--- config.mk ---
export PLATFORM = sky130hd
export DESIGN_NAME = literal_decode_stage
export DESIGN_NICKNAME = d
export VERILOG_FILES = /design/src/rtl/literal_decode_stage.sv
export SDC_FILE = /design/constraint.sdc
export NUM_CORES = 1
export LEC_CHECK = 0
export ABC_CLOCK_PERIOD_IN_PS = 2800
export CAP_MARGIN = 20
export CORE_MARGIN = 2
export CORE_UTILIZATION = 40
export DETAILED_ROUTE_END_ITERATION = 8
export PLACE_DENSITY = 0.81
export REMOVE_ABC_BUFFERS = 1
export SYNTH_ARGS = -nofsm -noshare
export SYNTH_HDL_FRONTEND = slang
export SYNTH_SLANG_ARGS = --single-unit
--- constraint.sdc ---
create_clock -name clk -period 2.8 [get_ports clk]
set_clock_uncertainty 0.05 [all_clocks]
set_input_delay 0.42 -clock clk [delete_from_list [all_inputs] [get_ports clk]]
set_output_delay 0.42 -clock clk [all_outputs]
set_load 0.02 [all_outputs]
--- src/rtl/literal_decode_stage.sv ---
// Literal-bus decode stage: integrity check, 2-entry FIFO and one-hot decode of the {a1,a0,~a1,~a0} bus.
// Define ERR_COUNT_EN to build the ERR_W-bit saturating malformed-word counter on err_count.
module literal_decode_stage #(
    parameter int ERR_W = 8
) (
    input  logic             clk,
    input  logic             rst,
    input  logic [3:0]       lit_in,
    input  logic             in_valid,
    output logic             in_ready,
    output logic [1:0]       code_out,
    output logic [3:0]       dec_out,
    output logic             out_valid,
    input  logic             out_ready,
    input  logic             clr_err,
    output logic             lit_err,
    output logic [ERR_W-1:0] err_count
);

    localparam logic [1:0] ST_EMPTY = 2'd0;
    localparam logic [1:0] ST_ONE   = 2'd1;
    localparam logic [1:0] ST_FULL  = 2'd2;

    // A word is well-formed when its complement half is the exact inverse of its true half.
    function automatic logic word_good(input logic [3:0] w);
        return (w[1:0] == ~w[3:2]);
    endfunction

    logic [1:0] count_q, count_d;
    logic [1:0] head_q, head_d;
    logic [1:0] tail_q, tail_d;
    logic [1:0] code_q, code_d;
    logic [3:0] dec_q, dec_d;
    logic       valid_q, valid_d;
    logic       lit_err_q, lit_err_d;
    logic       in_ready_s, accept_s, push_s, bad_s, pop_s;
    logic [1:0] in_code_s;

    // Handshake decode; in_ready depends only on the count register, never on out_ready.
    always_comb begin
        in_ready_s = ~rst & (count_q != ST_FULL);
        accept_s   = in_valid & in_ready_s;
        push_s     = accept_s & word_good(lit_in);
        bad_s      = accept_s & ~word_good(lit_in);
        pop_s      = valid_q & out_ready;
        in_code_s  = lit_in[3:2];
    end

    // Occupancy FSM and FIFO storage update.
    always_comb begin
        count_d = count_q;
        head_d  = head_q;
        tail_d  = tail_q;
        case (count_q)
            ST_EMPTY: begin
                if (push_s) begin
                    head_d  = in_code_s;
                    count_d = ST_ONE;
                end else begin
                    count_d = ST_EMPTY;
                end
            end
            ST_ONE: begin
                if (push_s && pop_s) begin
                    head_d  = in_code_s;
                    count_d = ST_ONE;
                end else if (push_s) begin
                    tail_d  = in_code_s;
                    count_d = ST_FULL;
                end else if (pop_s) begin
                    count_d = ST_EMPTY;
                end else begin
                    count_d = ST_ONE;
                end
            end
            ST_FULL: begin
                if (pop_s) begin
                    head_d  = tail_q;
                    count_d = ST_ONE;
                end else begin
                    count_d = ST_FULL;
                end
            end
            default: begin
                count_d = ST_EMPTY;
            end
        endcase
    end

    // Output registers track the next head so data appears one cycle after accept and blanks when empty.
    always_comb begin
        valid_d = (count_d != ST_EMPTY);
        if (valid_d) begin
            code_d = head_d;
            dec_d  = 4'b0001 << head_d;
        end else begin
            code_d = 2'b00;
            dec_d  = 4'b0000;
        end
    end

    // Sticky error flag: a malformed accept on the same edge as a clear wins.
    always_comb begin
        if (bad_s) begin
            lit_err_d = 1'b1;
        end else if (clr_err) begin
            lit_err_d = 1'b0;
        end else begin
            lit_err_d = lit_err_q;
        end
    end

    // State and output registers.
    always_ff @(posedge clk or posedge rst) begin
        if (rst) begin
            count_q   <= ST_EMPTY;
            head_q    <= 2'b00;
            tail_q    <= 2'b00;
            code_q    <= 2'b00;
            dec_q     <= 4'b0000;
            valid_q   <= 1'b0;
            lit_err_q <= 1'b0;
        end else begin
            count_q   <= count_d;
            head_q    <= head_d;
            tail_q    <= tail_d;
            code_q    <= code_d;
            dec_q     <= dec_d;
            valid_q   <= valid_d;
            lit_err_q <= lit_err_d;
        end
    end

`ifdef ERR_COUNT_EN
    logic [ERR_W-1:0] err_cnt_q, err_cnt_d;

    // Saturating malformed-word counter; clear plus a bad word on one edge restarts at one.
    always_comb begin
        if (bad_s && clr_err) begin
            err_cnt_d = {{(ERR_W-1){1'b0}}, 1'b1};
        end else if (bad_s) begin
            if (err_cnt_q == {ERR_W{1'b1}}) begin
                err_cnt_d = err_cnt_q;
            end else begin
                err_cnt_d = err_cnt_q + {{(ERR_W-1){1'b0}}, 1'b1};
            end
        end else if (clr_err) begin
            err_cnt_d = {ERR_W{1'b0}};
        end else begin
            err_cnt_d = err_cnt_q;
        end
    end

    // Counter register.
    always_ff @(posedge clk or posedge rst) begin
        if (rst) begin
            err_cnt_q <= {ERR_W{1'b0}};
        end else begin
            err_cnt_q <= err_cnt_d;
        end
    end

    assign err_count = err_cnt_q;
`else
    assign err_count = {ERR_W{1'b0}};
`endif

    assign in_ready  = in_ready_s;
    assign code_out  = code_q;
    assign dec_out   = dec_q;
    assign out_valid = valid_q;
    assign lit_err   = lit_err_q;

endmodule

==> flow_summary_export.csv <==
group,metric,value,unit
pwr,irDropWorstVdd,0.447,mV
synth,netlist.area_leader.share,44.6,%
route,drt_pass1_iterations,4,
synth,synth_area_leaders,"dfrtp_1 (45%), buf_4 (7.6%), mux2_2 (5.7%), inv_1 (3.8%), ha_1 (3.2%)",
critical_path,start_kind,"input port",
worst_hold_path,min_path_type,"register to register",
cells_and_area,final_cells,135,
cells_and_area,syn_to_final_growth,40.4,%
global_routing,grt_pass1_wl,2.89,mm
synth,ys_seq_area_share,44.6,%
floorplan,dieArea,2330,um2
cts,cts_sinks,14,
run,cap_violations,0,
cells_and_area,fin_util,58.0,%
critical_path,cp_data_arrival_time,2.88,ns
sta,tightest_slew,0.534,ns
floorplan,rows,16,
global_routing,grt_usage,16.2,%
route,route.detailed.drc,0,
cells_and_area,layout.nets,120,
sta,fin_crit_sh,97.3,%
synth,synth-seq-cells,14,
synth,synth_commonest_cells,"dfrtp_1 (14), buf_4 (8), inv_1 (8)",
route,dr.first_iter.drc_count,21,
critical_path,critical-path-slowest-cell,"or4_4",
global_routing,antenna_found_initial,0,
sta,slew_headroom,64.4,%
placed_design,place_congestion,0.865,
synth,synth_edf_count,0,
pwr,power.total,0.861,mW
critical_path,crit_type,"input port to register",
synth,syn_inst,77,
sta,fmax,367,MHz
route,wl,1.76,mm
critical_path,cp_cell_sequence,"clkdlybuf4s50_1, xnor2_2, or4_4, inv_2, ha_2, nand2b_1, mux2_2, a222oi_1, buf_4, nor4b_2",
cells_and_area,drive_above_1_share,27.8,%
route,viasPerCell,4.99,
route,wl_per_cell,13.0,um
global_routing,grt_pass1_vias,650,
pwr,cellLeakagePower,0.541,nW
sta,hold_viol,0,
synth,syn_avg_cell_area,10.2,um2
sta,grt_setup_unrepaired,"no",
placed_design,post-dp-hpwl,1.31,mm
cts,clk_latency,0.29,ns
route,antenna_left,0,
floorplan,initial_core_util,41.3,%
floorplan,die_h,48.3,um
cts,numCtsBuffers,3,
floorplan,die_w,48.3,um
placed_design,place_inst,130,
cts,root_buffer,"clkbuf_4",
cts,cts_tree,"built",
critical_path,cp.required,2.95,ns
global_routing,grt_overflow,0,
sta,finalCriticalPeriod,2.73,ns
sta,timing.hold.ws,0.479,ns
critical_path,path_max_fanout,6,
placed_design,portBuffers,17,
cts,clk_pin_slew,0.09,ns
sta,setup_violations,0,
pwr,p_per_area,780,nW/um2
cells_and_area,diodes,0,
cts,cts_max_path_buffers,2,
synth,yosysMostFrequentCell,"dfrtp_1",
synth,yosysWarnings,0,
cts,htreeDepth,1,
placed_design,pre_cts_ws,-0.255,ns
global_routing,grt_max_degree,15,
sta,fin_ws,0.0744,ns
synth,synthArstFlopShare,100,%
synth,yosysUniqueCellTypes,33,
critical_path,crit_path_end_kind,"register",
route,vias,674,
floorplan,core,1900,um2
synth,ys_dominant_reg_cell,"dfrtp_1",
run_status,outcome,"finished, final reports clean",
synth,synth_area,786,um2
floorplan,io_pins,26,
synth,synth_area_leader_cell,"dfrtp_1",
critical_path,slowest_delay,0.54,ns
sta,maxSlewViolCount,0,
-- state kept, by name, summed over array words and instances (netlist names) --
| name | cells |
|---|---|
| code_out | 2 |
| count_q | 2 |
| dec_out | 4 |
| head_q | 2 |
| lit_err | 1 |
| out_valid | 1 |
| tail_q | 2 |
-- per-layer routing --
metal | wire length (um) | global-route usage, % | part of all wire [%]
met1 | 705 | 18.8 | 40
met2 | 926 | 27.1 | 53
met3 | 84 | 3.09 | 4.8
met4 | 39 | 11.4 | 2.2
met5 | 0 | 0 | 0
-- worst max-delay path: cells and delay by family --
family / cells / cell delay [ns]
fa+ha+maj: 1 / 0.18
simple gates: 3 / 0.78
compound gates: 1 / 0.36
mux: 1 / 0.27
buf+inv: 3 / 0.73
xor+xnor: 1 / 0.15
-- cells in the final DEF, fill, tap and decap left out, types with 2 or more instances in the layout --
cell type,count
clkbuf_4,3
conb_1,8
buf_4,13
nand2_1,3
and2_1,2
a211oi_1,2
nor2_1,4
inv_1,7
nand2b_1,4
mux2_2,4
clkdlybuf4s50_1,15
xnor2_2,2
dlymetal6s2s_1,2
dfrtp_1,14
a21oi_1,3
-- cell families (layout without fill, tap and decap cells) --
kind of cell | Yosys count | in the layout | synth area share, %
AO/OA/AOI/OAI | 15 | 15 | 14.3
XOR/XNOR | 2 | 2 | 2.23
adder cells (fa/ha/maj) | 2 | 2 | 3.18
buffers and inverters | 18 | 42 | 12.6
flip-flops | 14 | 14 | 44.6
multiplexers | 4 | 4 | 5.73
other | 1 | 8 | 0.477
AND/OR/NAND/NOR | 21 | 21 | 16.9
-- layout make-up --
cell class,count,area (um2)
multi-input cells,52,380
repair buffers,30,273
fillers,151,798
well taps,27,33.8
flip-flops and latches,14,350
inverters,8,30.0
clock buffers,4,36.3
-- report_power, final --
part           internal [mW]  total (mW)  switching (mW)
clock                 0.0793       0.151          0.0716
combinational          0.205       0.410           0.204
sequential             0.262       0.300          0.0384
total                  0.546       0.861           0.314
-- per-stage QoR --
step	instance area, um2	TNS [ns]
floorplan	743	0
global placement	1040	-0.918
detailed placement	1040	-1.52
CTS	1070	0
global route	1100	0
finish	1100	0
-- path summary, 6_finish.rpt --
kind | start | endpoint | slack (ns) | cells past startpoint
setup / recovery | lit_in[1] | dec_out[2] | 0.07 | 10
hold / removal | lit_err | lit_err | 0.48 | 2
setup reg to reg | count_q[0] | dec_out[2] | 0.26 | 9
hold reg to reg | lit_err | lit_err | 0.48 | 2
max in group asynchronous | rst | dec_out[2] | 1.79 | 3
min in group asynchronous | rst | lit_err | 0.56 | 3
-- what timing repair did --
action | 4_1_cts | 5_1_grt
resized for setup | 0 | 6
buffers inserted | 0 | 1
setup endpoints to repair | 0 | 4
hold buffers | 0 | 0
(Power assumes the default switching activity.)
